File: src/rtl/ins_mem_loader_if.sv
// ins_mem_loader_if -- bundle of the host-side load handshake and the
// instruction-memory write port of the instruction memory loader.
//
// Signals:
//   Start    : pulse that begins a load session
//   ByteLen  : program length in bytes, sampled with an accepted Start
//   InValid  : InByte carries a valid byte
//   InByte   : program byte, big-endian stream order
//   InReady  : loader takes a byte this cycle
//   MemWE    : byte write strobe to the instruction memory
//   MemAddr  : byte write address
//   MemWData : byte write data
//   InsMemRW : fetch-read enable to the instruction memory (0 while loading)
//   Busy     : loader is in LOAD
//   Done     : loader is in DONE
//   Error    : sticky rejection / checksum error flag
//
// Modports:
//   master : host / stream source side (drives Start, ByteLen, InValid, InByte)
//   slave  : the loader itself
interface ins_mem_loader_if;
  logic        Start;
  logic [7:0]  ByteLen;
  logic        InValid;
  logic [7:0]  InByte;
  logic        InReady;
  logic        MemWE;
  logic [31:0] MemAddr;
  logic [7:0]  MemWData;
  logic        InsMemRW;
  logic        Busy;
  logic        Done;
  logic        Error;

  modport master (
    output Start, ByteLen, InValid, InByte,
    input  InReady, MemWE, MemAddr, MemWData, InsMemRW, Busy, Done, Error
  );

  modport slave (
    input  Start, ByteLen, InValid, InByte,
    output InReady, MemWE, MemAddr, MemWData, InsMemRW, Busy, Done, Error
  );
endinterface

File: src/rtl/ins_mem_loader.sv
// ins_mem_loader -- streams a program, byte by byte, into the instruction
// memory and holds off instruction fetch while it does so.
//
// Parameters:
//   MEM_BYTES : instruction memory depth in bytes
//   BASE_ADDR : byte address of the first program byte
//
// Ports:
//   CLK       : clock, all state changes on the rising edge
//   Reset     : synchronous, active-high reset
//   bus       : ins_mem_loader_if.slave (stream handshake + memory write port)
//   dbg_state : current FSM state (0 IDLE, 1 LOAD, 2 DONE)
//
// Optional feature: define LOADER_CHECKSUM_EN to make the loader accept one
// extra byte after the program, compare it with the XOR of all program bytes,
// and raise Error on mismatch. The checksum byte is never written to memory.
//
// Handshake: a byte moves from the source to the loader on every rising edge
// where InValid && InReady. InReady depends only on loader state (never on
// InValid), the source may raise or drop InValid freely, and InValid is
// ignored whenever InReady is low.
module ins_mem_loader #(
  parameter int MEM_BYTES = 91,
  parameter int BASE_ADDR = 0
) (
  input  logic             CLK,
  input  logic             Reset,
  ins_mem_loader_if.slave  bus,
  output logic [1:0]       dbg_state
);

  localparam logic [1:0] ST_IDLE = 2'd0;
  localparam logic [1:0] ST_LOAD = 2'd1;
  localparam logic [1:0] ST_DONE = 2'd2;

  localparam logic [31:0] MEM_BYTES_U = MEM_BYTES;
  localparam logic [31:0] BASE_ADDR_U = BASE_ADDR;

  logic [1:0]  state_q, state_d;
  logic [7:0]  len_q, len_d;
  logic [7:0]  count_q, count_d;
  logic        error_q, error_d;
  logic        mem_we_q, mem_we_d;
  logic [31:0] mem_addr_q, mem_addr_d;
  logic [7:0]  mem_wdata_q, mem_wdata_d;
`ifdef LOADER_CHECKSUM_EN
  logic        csum_phase_q, csum_phase_d;
  logic [7:0]  csum_q, csum_d;
  logic        csum_xfer;
`endif

  logic in_ready;
  logic xfer;
  logic prog_xfer;
  logic len_bad;
  logic last_byte;

  // A length is unusable if it is empty, larger than the memory, or not a
  // whole number of 32-bit instructions. This check is what keeps MemAddr
  // inside the memory.
  always_comb begin
    len_bad = (bus.ByteLen == 8'd0)
           || ({24'd0, bus.ByteLen} > MEM_BYTES_U)
           || (bus.ByteLen[1:0] != 2'b00);
  end

  always_comb begin
    in_ready  = (state_q == ST_LOAD);
    xfer      = bus.InValid && in_ready;
    last_byte = (count_q == (len_q - 8'd1));
`ifdef LOADER_CHECKSUM_EN
    prog_xfer = xfer && !csum_phase_q;
    csum_xfer = xfer && csum_phase_q;
`else
    prog_xfer = xfer;
`endif
  end

  always_comb begin
    state_d     = state_q;
    len_d       = len_q;
    count_d     = count_q;
    error_d     = error_q;
    mem_we_d    = 1'b0;
    mem_addr_d  = mem_addr_q;
    mem_wdata_d = mem_wdata_q;
`ifdef LOADER_CHECKSUM_EN
    csum_phase_d = csum_phase_q;
    csum_d       = csum_q;
`endif

    case (state_q)
      ST_IDLE, ST_DONE: begin
        if (bus.Start) begin
          if (len_bad) begin
            error_d = 1'b1;
            state_d = ST_IDLE;
          end else begin
            error_d = 1'b0;
            len_d   = bus.ByteLen;
            count_d = 8'd0;
            state_d = ST_LOAD;
`ifdef LOADER_CHECKSUM_EN
            csum_phase_d = 1'b0;
            csum_d       = 8'd0;
`endif
          end
        end
      end

      ST_LOAD: begin
        // Start is deliberately not looked at here: a session runs to its end.
        if (prog_xfer) begin
          mem_we_d    = 1'b1;
          mem_addr_d  = BASE_ADDR_U + {24'd0, count_q};
          mem_wdata_d = bus.InByte;
          count_d     = count_q + 8'd1;
`ifdef LOADER_CHECKSUM_EN
          csum_d = csum_q ^ bus.InByte;
          if (last_byte) begin
            csum_phase_d = 1'b1;
          end
`else
          if (last_byte) begin
            state_d = ST_DONE;
          end
`endif
        end
`ifdef LOADER_CHECKSUM_EN
        if (csum_xfer) begin
          if (bus.InByte != csum_q) begin
            error_d = 1'b1;
          end
          csum_phase_d = 1'b0;
          state_d      = ST_DONE;
        end
`endif
      end

      default: begin
        state_d = ST_IDLE;
      end
    endcase
  end

  always_ff @(posedge CLK) begin
    if (Reset) begin
      state_q     <= ST_IDLE;
      len_q       <= 8'd0;
      count_q     <= 8'd0;
      error_q     <= 1'b0;
      mem_we_q    <= 1'b0;
      mem_addr_q  <= 32'd0;
      mem_wdata_q <= 8'd0;
`ifdef LOADER_CHECKSUM_EN
      csum_phase_q <= 1'b0;
      csum_q       <= 8'd0;
`endif
    end else begin
      state_q     <= state_d;
      len_q       <= len_d;
      count_q     <= count_d;
      error_q     <= error_d;
      mem_we_q    <= mem_we_d;
      mem_addr_q  <= mem_addr_d;
      mem_wdata_q <= mem_wdata_d;
`ifdef LOADER_CHECKSUM_EN
      csum_phase_q <= csum_phase_d;
      csum_q       <= csum_d;
`endif
    end
  end

  // The final write lands in the first DONE cycle, so fetch stays disabled
  // until that write strobe has dropped.
  always_comb begin
    bus.InReady  = in_ready;
    bus.MemWE    = mem_we_q;
    bus.MemAddr  = mem_addr_q;
    bus.MemWData = mem_wdata_q;
    bus.InsMemRW = !((state_q == ST_LOAD) || mem_we_q);
    bus.Busy     = (state_q == ST_LOAD);
    bus.Done     = (state_q == ST_DONE);
    bus.Error    = error_q;
    dbg_state    = state_q;
  end

endmodule

File: src/flat_wrapper.sv
// flat-port wrapper written by rule: the top's interface ports become plain ports
module ins_mem_loader_flat 
#(
  parameter int MEM_BYTES = 91,
  parameter int BASE_ADDR = 0
)
  (CLK, Reset, dbg_state, bus_Start, bus_ByteLen, bus_InValid, bus_InByte, bus_InReady, bus_MemWE, bus_MemAddr, bus_MemWData, bus_InsMemRW, bus_Busy, bus_Done, bus_Error);
  ins_mem_loader_if bus_i ();
  input  logic CLK;
  input  logic Reset;
  output logic [1:0] dbg_state;
  input wire logic [$bits(bus_i.Start)-1:0] bus_Start;
  input wire logic [$bits(bus_i.ByteLen)-1:0] bus_ByteLen;
  input wire logic [$bits(bus_i.InValid)-1:0] bus_InValid;
  input wire logic [$bits(bus_i.InByte)-1:0] bus_InByte;
  output wire logic [$bits(bus_i.InReady)-1:0] bus_InReady;
  output wire logic [$bits(bus_i.MemWE)-1:0] bus_MemWE;
  output wire logic [$bits(bus_i.MemAddr)-1:0] bus_MemAddr;
  output wire logic [$bits(bus_i.MemWData)-1:0] bus_MemWData;
  output wire logic [$bits(bus_i.InsMemRW)-1:0] bus_InsMemRW;
  output wire logic [$bits(bus_i.Busy)-1:0] bus_Busy;
  output wire logic [$bits(bus_i.Done)-1:0] bus_Done;
  output wire logic [$bits(bus_i.Error)-1:0] bus_Error;
  assign bus_i.Start = bus_Start;
  assign bus_i.ByteLen = bus_ByteLen;
  assign bus_i.InValid = bus_InValid;
  assign bus_i.InByte = bus_InByte;
  assign bus_InReady = bus_i.InReady;
  assign bus_MemWE = bus_i.MemWE;
  assign bus_MemAddr = bus_i.MemAddr;
  assign bus_MemWData = bus_i.MemWData;
  assign bus_InsMemRW = bus_i.InsMemRW;
  assign bus_Busy = bus_i.Busy;
  assign bus_Done = bus_i.Done;
  assign bus_Error = bus_i.Error;
  ins_mem_loader #(.MEM_BYTES(MEM_BYTES), .BASE_ADDR(BASE_ADDR)) u_core (.CLK(CLK), .Reset(Reset), .bus(bus_i), .dbg_state(dbg_state));
endmodule
File: config.mk
export PLATFORM = sky130hd
export DESIGN_NAME = ins_mem_loader_flat
export DESIGN_NICKNAME = d
export VERILOG_FILES = /design/src/rtl/ins_mem_loader_if.sv /design/src/rtl/ins_mem_loader.sv /design/src/flat_wrapper.sv
export SDC_FILE = /design/constraint.sdc
export NUM_CORES = 1
export LEC_CHECK = 0
export CORE_UTILIZATION = 44
export DETAILED_ROUTE_END_ITERATION = 16
export PLACE_DENSITY = 0.76
export SYNTH_ARGS = -nofsm -noshare
export SYNTH_HDL_FRONTEND = slang
export SYNTH_SLANG_ARGS = --single-unit
File: constraint.sdc
create_clock -name CLK -period 2.1 [get_ports CLK]
set_input_delay 0.315 -clock CLK [delete_from_list [all_inputs] [get_ports CLK]]
set_output_delay 0.315 -clock CLK [all_outputs]
set_load 0.02 [all_outputs]
==> results of run 1 <==
power by group through the flow:
stage	clock, mW	combinational (mW)	sequential (mW)
after floorplan	0	0.132	0.715
after global placement	0	0.172	0.711
after detailed placement	0	0.173	0.711
after CTS	0.599	0.173	0.696
after global routing	0.631	0.188	0.696
final	0.582	0.173	0.696
registers in the layout, indices dropped and copies added (netlist names):
register,cells
u_core.bus.MemWE,1
u_core.bus.MemWData,8
u_core.bus.Error,1
u_core.len_q,8
u_core.bus.MemAddr,8
u_core.count_q,8
u_core.dbg_state,2
final cells by class:
class,instances,area [um2],share of cell area [%]
well taps,50,62.6,2.63
inverters,5,18.8,0.788
flip-flops and latches,36,721,30.3
multi-input cells,173,936,39.3
repair buffers,57,536,22.5
clock inverters,2,35.0,1.47
clock buffers,6,72.6,3.05
worst max-delay path by stage:
stage                                          end  depth (start not counted)
global route                           bus_InReady                          3
floorplan           u_core.count_q[4]$_SDFFE_PP0P_                          6
detailed placement  u_core.count_q[4]$_SDFFE_PP0P_                          6
CTS                                    bus_InReady                          3
finish                                 bus_InReady                          3
global placement    u_core.count_q[4]$_SDFFE_PP0P_                          6
critical path, stage by stage, from the launching register on:
cell,delay (ns)
dfxtp_1,0.46
nor2b_1,0.17
buf_4,0.16
clkdlybuf4s50_1,0.61
metrics by stage:
step / total power [mW] / instances
6_report: 1.45 / 329
5_1_grt: 1.52 / 329
4_1_cts: 1.47 / 329
3_5_place_dp: 0.884 / 321
3_3_place_gp: 0.883 / 321
2_1_floorplan: 0.847 / 251
per-layer routing:
layer | part of all wire [%] | vias up | global-route usage [%] | wire (um)
met5 | 0 | - | 0 | 0
met4 | 0.79 | 0 | 8.78 | 30
met3 | 5.3 | 3 | 3.77 | 199
met2 | 47 | 48 | 29.7 | 1790
met1 | 47 | 733 | 23.5 | 1760
li1 | - | 827 | - | -
cell usage in the layout, fill, tap and decap left out, types with 4 or more instances in the layout:
cell type / count
a21oi_1: 26
buf_4: 14
clkbuf_8: 5
clkdlybuf4s50_1: 43
conb_1: 24
dfxtp_1: 36
inv_1: 5
nand2_1: 45
nand3_1: 7
nor2_1: 12
o21ai_0: 4
xnor2_1: 7
xor2_1: 7
logic make-up (layout without fill, tap and decap cells):
family | after synthesis | in the layout
simple gates | 87 | 87
flops | 36 | 36
fa+ha+maj | 2 | 2
buf+inv | 42 | 70
mux | 2 | 2
xor+xnor | 14 | 14
other cells | 1 | 24
compound gates | 44 | 44
==> flow_metrics.py, run 1 <==
metrics = {
    "layout": {
        "final_util_pct": 59.5,
        "n_antenna_cell": 0,
        "stdcell_area_um2": 2380,
        "syn_to_final_growth_pct": 29.7,
        "drive_gt1_share_pct": 8.96,
        "fillers": 380,
        "fin_nets": 300,
    },
    "route": {
        "vias": 1611,
        "first_iter_violations": 57,
        "firstDrtPassIters": 4,
        "drc": 0,
        "wl_per_cell_um": 11.5,
        "antenna_left": 0,
        "vias_per_cell": 4.90,
        "drt-total-wl_um": 3780,
    },
    "power_and_ir_drop": {
        "peakVddDrop_mv": 0.307,
        "p_comb_share_pct": 11.9,
        "p_seq_share_pct": 48.0,
        "internal_power_mw": 1.12,
        "switchingPower_mw": 0.336,
        "power_leakage_nw": 0.911,
        "sw_frac_of_total_pct": 23.2,
        "power.clock.fraction_pct": 40.1,
        "power_density_nw_per_um2": 610,
    },
    "floorplan": {
        "fp.dieH_um": 66.6,
        "start_util_pct": 45.9,
        "core_area_um2": 4000,
        "num_io_pins": 68,
        "dieArea_um2": 4430,
        "dieWidth_um": 66.6,
        "std_cell_rows": 23,
    },
    "grt": {
        "gr-total-overflow": 0,
        "grt_use_total_pct": 18.5,
        "grt_pass1_vias": 1362,
        "grt_max_degree": 25,
        "grt_pass1_wl_um": 6160,
        "antenna_found_initial": 0,
    },
    "synth": {
        "ys_types": 36,
        "yosysWarningCount": 0,
        "synth_largest_area_cell": "dfxtp_1",
        "synth_xor_area_share_pct": 6.68,
        "synth_area_um2": 1840,
        "synthSimpleGateAreaFrac_pct": 22.6,
        "synth_top_area_share_pct": 39.3,
        "synth_top_family_by_area": "simple AND/OR/NAND/NOR gates",
        "synth_commonest_cells": "45 x nand2_1, 36 x dfxtp_1, 26 x a21oi_1, 26 x buf_4, 12 x nor2_1",
        "seq_area_frac_synth_pct": 39.3,
        "synth_edf_count": 0,
        "synthAdderAreaFrac_pct": 1.36,
        "synth_seq_cells": 36,
        "synth_area_leaders": "dfxtp_1 39%, buf_4 11%, nand2_1 9.2%, a21oi_1 7.1%, xnor2_1 3.3%",
        "synth_compound_area_share_pct": 14.3,
        "synth_top_flop_cell": "dfxtp_1",
        "synthMuxAreaShare_pct": 1.09,
        "postSynth.asyncResetShare_pct": 0,
        "avgSynthCellArea_um2": 8.05,
        "synth_most_common_cell": "nand2_1",
        "synth_cells": 228,
    },
    "worst_hold_path": {
        "holdPathStages": 2,
        "hold_path_end": "u_core.bus.MemWData[3]$_SDFFE_PP0P_",
        "hp-class": "reg2reg",
        "min-delay-start": "u_core.bus.MemWData[3]$_SDFFE_PP0P_",
    },
    "run_status": {
        "status": "completed",
    },
    "timing": {
        "drv_slew": 0,
        "finalCritPeriodShare_pct": 95.1,
        "rsz0062_at_grt": "false",
        "fin_hold_ws_ns": 0.455,
        "fmax_ghz": 0.501,
        "finClkSkew_ns": 0.00329,
        "setup_ws_ns": 0.102,
        "tns_ns": 0,
        "final_hold_viol_count": 0,
        "setup_viol_count_final": 0,
        "post-route-min-period_ns": 2.00,
    },
    "clock_network": {
        "postCtsResizedCells": 0,
        "ctsHoldBuffers": 0,
        "cts_buffers": 5,
        "cts_tree": "done",
        "insertion_delay_ns": 0.28,
        "clockRootBuffer": "clkbuf_8",
        "clk_pin_slew_ns": 0.07,
        "cts_sinks": 36,
        "htreeDepth": 2,
        "clockBufferDepth": 2,
        "cts_setup_buffers": 0,
    },
    "setup_path": {
        "cp.required_ns": 1.78,
        "cp.arrival_ns": 1.68,
        "critPathCaptureType": "output pin",
        "path_class": "reg2out",
        "cp-startpoint": "u_core.dbg_state[0]$_SDFFE_PP0P_",
        "reg2reg_to": "u_core.dbg_state[0]$_SDFFE_PP0P_",
        "reg2regPathDepth": 5,
        "r2r_slack_ns": 0.26,
        "crit_fanout": 8,
        "start_kind": "flip-flop",
        "reg2reg_from": "u_core.len_q[2]$_SDFFE_PP0P_",
    },
    "placement": {
        "gp_congestion": 0.798,
        "dp.final_hpwl_um": 2840,
        "pre_cts_ws_ns": -0.111,
        "io_buffer_count": 43,
        "placed_area_um2": 2270,
    },
    "run": {
        "cap_viol_max_count": 0,
    },
}
Power figures use the tool's default switching activity.
==> run 2: changes to the inputs <==
--- a/config.mk
+++ b/config.mk
@@ -5,7 +5,8 @@
 export SDC_FILE = /design/constraint.sdc
 export NUM_CORES = 1
 export LEC_CHECK = 0
-export CORE_UTILIZATION = 44
+export ABC_AREA = 1
+export CORE_UTILIZATION = 45
 export DETAILED_ROUTE_END_ITERATION = 16
 export PLACE_DENSITY = 0.76
 export SYNTH_ARGS = -nofsm -noshare
==> run 2 against run 1 <==
Effect of this change: sequential power is 3% higher; clock-buffer cell count stayed put; wire length is 7.0% higher; worst setup slack better by 0.064 ns; die area is 4.1% higher; global-route usage is 0.55 points lower.
==> flow_metrics.py, run 2 <==
metrics = {
    "synth": {
        "synth_cells": 274,
        "synth_edf_count": 0,
        "synth_seq_cells": 36,
        "seq_area_frac_synth_pct": 36.8,
        "synth_area_leaders": "dfxtp_1 37%, nand2_1 13%, buf_4 10%, a21oi_1 6.6%, nor2_1 5.4%",
        "postSynth.asyncResetShare_pct": 0,
        "avgSynthCellArea_um2": 7.14,
        "synth_largest_area_cell": "dfxtp_1",
        "ys_types": 28,
        "synth_area_um2": 1960,
        "synth_commonest_cells": "70 x nand2_1, 36 x dfxtp_1, 28 x nor2_1",
        "synth_most_common_cell": "nand2_1",
        "synth_top_area_share_pct": 36.8,
        "synth_top_flop_cell": "dfxtp_1",
        "yosysWarningCount": 0,
    },
    "clock_network": {
        "cts_setup_buffers": 0,
        "postCtsResizedCells": 0,
        "clockRootBuffer": "clkbuf_8",
        "ctsHoldBuffers": 0,
        "clockBufferDepth": 2,
        "cts_sinks": 36,
        "htreeDepth": 2,
        "insertion_delay_ns": 0.28,
        "clk_pin_slew_ns": 0.07,
        "cts_buffers": 5,
        "cts_tree": "done",
    },
    "setup_path": {
        "critPathCaptureType": "output pin",
        "cp-startpoint": "u_core.dbg_state[0]$_SDFFE_PP0P_",
        "cp.arrival_ns": 1.62,
        "crit_fanout": 7,
        "reg2reg_from": "u_core.len_q[0]$_SDFFE_PP0P_",
        "start_kind": "flip-flop",
        "cp.required_ns": 1.78,
        "path_class": "reg2out",
    },
    "route": {
        "wl_per_cell_um": 11.0,
        "vias": 1756,
        "first_iter_violations": 65,
        "drt-total-wl_um": 4040,
        "vias_per_cell": 4.76,
        "firstDrtPassIters": 4,
        "antenna_left": 0,
        "drc": 0,
    },
    "grt": {
        "grt_pass1_wl_um": 6160,
        "use_met3_pct": 4.00,
        "use_met1_pct": 25.4,
        "grt_max_degree": 22,
        "grt-busiest-layer": "met2",
        "grt_pass1_vias": 1349,
        "gr-total-overflow": 0,
        "gr-usage-met2_pct": 27.3,
        "antenna_found_initial": 0,
        "grt_use_total_pct": 18.0,
    },
    "floorplan": {
        "dieArea_um2": 4620,
        "num_io_pins": 68,
        "start_util_pct": 47.9,
        "std_cell_rows": 23,
        "dieWidth_um": 67.9,
        "fp.dieH_um": 67.9,
        "core_area_um2": 4090,
    },
    "timing": {
        "drv_slew": 0,
        "finalCritPeriodShare_pct": 92.1,
        "setup_viol_count_final": 0,
        "post-route-min-period_ns": 1.93,
        "tns_ns": 0,
        "final_hold_viol_count": 0,
        "fin_hold_ws_ns": 0.463,
        "finClkSkew_ns": 0.00604,
        "fmax_ghz": 0.517,
        "rsz0062_at_grt": "false",
    },
    "placement": {
        "io_buffer_count": 43,
        "gp_congestion": 0.818,
        "dp.final_hpwl_um": 3070,
    },
    "layout": {
        "n_antenna_cell": 0,
        "drive_gt1_share_pct": 6.58,
        "layout_commonest_cell": "nand2_1",
        "syn_to_final_growth_pct": 24.7,
        "fin_nets": 340,
        "most-common-layout-cells": "70 x nand2_1, 43 x clkdlybuf4s50_1, 36 x dfxtp_1",
    },
    "run_status": {
        "status": "completed",
    },
    "worst_hold_path": {
        "min-delay-start": "u_core.bus.MemWData[1]$_SDFFE_PP0P_",
        "hp-class": "reg2reg",
    },
    "power_and_ir_drop": {
        "total_power_mw": 1.58,
        "power_leakage_nw": 1.01,
        "peakVddDrop_mv": 0.495,
        "power_density_nw_per_um2": 646,
    },
    "run": {
        "cap_viol_max_count": 0,
    },
}
==> run 2: changes by cell type after synthesis, sizes merged, moves of 5 or more <==
cell and delta:
nand2 +27, inv +19, o21ai +5, nor2 +17, nand3 +10
==> run 2: layout make-up <==
type / count / area [um2]
Clock inverter: 2 / 35.0
Tap cell: 50 / 62.6
Clock buffer: 6 / 72.6
Sequential cell: 36 / 721
Timing Repair Buffer: 47 / 460
Inverter: 25 / 93.8
Multi-Input combinational cell: 203 / 996
Fill cell: 403 / 1650
==> run 2: routing by layer <==
metal | part of all wire, % | vias to the layer above | routed length (um)
met5 | 0 | - | 0
met4 | 0.99 | 0 | 40
met3 | 4.2 | 4 | 169
met2 | 46 | 41 | 1870
met1 | 48 | 809 | 1960
li1 | - | 902 | -
==> run 2: logic make-up (layout without fill, tap and decap cells) <==
| group | after synthesis | after routing | synth area share, % |
|---|---|---|---|
| other | 1 | 24 | 0.192 |
| AND/OR/NAND/NOR | 125 | 125 | 28.3 |
| XOR/XNOR | 12 | 12 | 5.37 |
| flip-flops | 36 | 36 | 36.8 |
| buffers and inverters | 58 | 80 | 16.7 |
| AO/OA/AOI/OAI | 40 | 40 | 11.4 |
| adder cells (fa/ha/maj) | 2 | 2 | 1.28 |
==> run 2: worst paths after layout <==
check                                                      endpoint  slack [ns]  cells after the start
worst max-delay path                                    bus_InReady        0.17                      3
worst max register to register     u_core.dbg_state[1]$_SDFFE_PP0P_        0.42                     11
worst min register to register  u_core.bus.MemWData[1]$_SDFFE_PP0P_        0.46                      2
worst min-delay path            u_core.bus.MemWData[1]$_SDFFE_PP0P_        0.46                      2
==> run 2: critical path, cell delays in order, from the launching register on <==
cell and delay, ns:
dfxtp_1 0.43, inv_2 0.11, nor2_8 0.17, clkdlybuf4s50_1 0.63
==> run 2: where the power goes <==
part           internal [mW]  switching [mW]  leakage [nW]
clock                  0.352           0.244        0.0552
sequential             0.700          0.0156         0.291
combinational          0.101           0.165         0.661
total                   1.15           0.424          1.01
==> run 2: through the flow <==
stage,util [%],worst slack (ns),cell area (um2),cells
2_1_floorplan,-,0.540,2040,297
3_3_place_gp,57.1,0.302,2330,361
3_5_place_dp,57.1,0.225,2330,361
4_1_cts,59.7,0.154,2440,369
5_1_grt,59.7,0.0982,2440,369
6_report,59.7,0.167,2440,369
==> run 3: changes to the inputs <==
--- a/config.mk
+++ b/config.mk
@@ -6,9 +6,10 @@
 export NUM_CORES = 1
 export LEC_CHECK = 0
 export ABC_AREA = 1
-export CORE_UTILIZATION = 45
+export CORE_UTILIZATION = 30
 export DETAILED_ROUTE_END_ITERATION = 16
-export PLACE_DENSITY = 0.76
+export PLACE_DENSITY = 0.53
 export SYNTH_ARGS = -nofsm -noshare
 export SYNTH_HDL_FRONTEND = slang
 export SYNTH_SLANG_ARGS = --single-unit
+export TNS_END_PERCENT = 10
==> run 3 against run 2 <==
Effect of this change: register-to-register slack improved by 0.08 ns; non-clock buffer count rose by 1; final cell count rose by 7.6%; maximum frequency fell by 0.17%; utilization fell by 20 points; first-iteration DRC count fell by 1.5%; power rose by 1.0%; via count fell by 0.68%; critical path depth did not move; final area rose by 1.7%; critical endpoint is now bus_Busy; largest power group unchanged.
==> flow_metrics.py, run 3 (synthesized netlist as in run 2, its figures left out) <==
metrics = {
    "run_status": {
        "status": "completed",
    },
    "route": {
        "vias_per_cell": 4.39,
        "wl_per_cell_um": 11.1,
        "firstDrtPassIters": 5,
        "first_iter_violations": 64,
        "vias": 1744,
        "antenna_left": 0,
        "drc": 0,
        "drt-total-wl_um": 4390,
    },
    "clock_network": {
        "clockBufferDepth": 2,
        "cts_buffers": 5,
        "postCtsResizedCells": 0,
        "clk_pin_slew_ns": 0.07,
        "cts_tree": "done",
        "insertion_delay_ns": 0.29,
        "clockRootBuffer": "clkbuf_8",
        "htreeDepth": 2,
        "cts_setup_buffers": 0,
        "cts_sinks": 36,
        "ctsHoldBuffers": 0,
    },
    "timing": {
        "fmax_ghz": 0.516,
        "post-route-min-period_ns": 1.94,
        "finClkSkew_ns": 0.00924,
        "setup_viol_count_final": 0,
        "finalCritPeriodShare_pct": 92.2,
        "rsz0062_at_grt": "false",
        "tns_ns": 0,
        "fin_hold_ws_ns": 0.464,
        "final_hold_viol_count": 0,
        "drv_slew": 0,
    },
    "floorplan": {
        "fp.dieH_um": 82.8,
        "start_util_pct": 31.0,
        "core_area_um2": 6310,
        "dieWidth_um": 82.8,
        "dieArea_um2": 6850,
        "std_cell_rows": 29,
        "num_io_pins": 68,
    },
    "layout": {
        "most-common-layout-cells": "70 x nand2_1, 43 x clkdlybuf4s50_1, 36 x dfxtp_1",
        "syn_to_final_growth_pct": 26.9,
        "fin_nets": 341,
        "final_util_pct": 39.3,
        "stdcell_area_um2": 2480,
        "drive_gt1_share_pct": 6.88,
        "n_antenna_cell": 0,
        "layout_commonest_cell": "nand2_1",
    },
    "placement": {
        "placed_area_um2": 2370,
        "gp_congestion": 0.790,
        "dp.final_hpwl_um": 3210,
        "io_buffer_count": 43,
    },
    "grt": {
        "gr-total-overflow": 0,
        "antenna_found_initial": 0,
        "grt_pass1_vias": 1678,
        "grt_use_total_pct": 14.5,
        "grt_pass1_wl_um": 7510,
        "grt_max_degree": 22,
    },
    "worst_hold_path": {
        "min-delay-start": "u_core.bus.MemAddr[5]$_SDFFE_PP0P_",
        "hold_path_end": "u_core.bus.MemAddr[5]$_SDFFE_PP0P_",
        "hp-class": "reg2reg",
        "holdPathStages": 2,
    },
    "setup_path": {
        "critPathCaptureType": "output pin",
        "start_kind": "flip-flop",
        "cp.required_ns": 1.78,
        "r2r_slack_ns": 0.50,
        "path_class": "reg2out",
        "cp.arrival_ns": 1.62,
        "reg2reg_to": "u_core.dbg_state[1]$_SDFFE_PP0P_",
        "crit_fanout": 7,
        "cp-startpoint": "u_core.dbg_state[0]$_SDFFE_PP0P_",
        "reg2regPathDepth": 11,
        "reg2reg_from": "u_core.len_q[0]$_SDFFE_PP0P_",
    },
    "power_and_ir_drop": {
        "peakVddDrop_mv": 0.352,
        "power_density_nw_per_um2": 642,
        "power_leakage_nw": 1.01,
    },
    "run": {
        "cap_viol_max_count": 0,
    },
}
## run 3: cell types whose count changed in the layout (fill, tap and decap cells not counted), sizes merged
cell  change
buf       +1
## run 3: where the power goes
group	total [mW]	leakage, nW	internal, mW	switching [mW]
registers	0.717	0.291	0.700	0.0170
logic	0.266	0.665	0.102	0.164
clock network	0.611	0.0552	0.353	0.258
## run 3: worst max-delay path, cell delays in order (launching register included)
cell	delay, ns
dfxtp_1	0.44
inv_2	0.11
nor2_8	0.16
clkdlybuf4s50_1	0.63
## run 3: worst max path at each step
stage	end	cells after the start
after floorplan	u_core.len_q[4]$_SDFFE_PP0P_	8
after global placement	u_core.count_q[3]$_SDFFE_PP0P_	9
after detailed placement	u_core.count_q[3]$_SDFFE_PP0P_	9
after CTS	bus_Busy	3
after global routing	bus_InReady	3
final	bus_Busy	3
## run 3: routing by layer
layer	track usage, %	routed length (um)	part of all wire [%]
met5	0	0	0
met3	4.07	301	6.9
met1	19.0	2260	51
met4	3.10	14	0.32
met2	23.5	1810	41
## run 3: layout make-up
type | instances | area, um2
Sequential cell | 36 | 721
Clock buffer | 6 | 72.6
Fill cell | 689 | 3830
Tap cell | 77 | 96.3
Inverter | 25 | 93.8
Timing Repair Buffer | 48 | 468
Multi-Input combinational cell | 203 | 996
Clock inverter | 2 | 35.0
## run 3: metrics by stage
stage	worst slack, ns	cells	power (mW)
final	0.164	397	1.59
after global routing	0.0586	397	1.68
after CTS	0.129	397	1.61
after detailed placement	0.217	389	0.999
after global placement	0.242	389	0.998
after floorplan	0.540	297	0.936
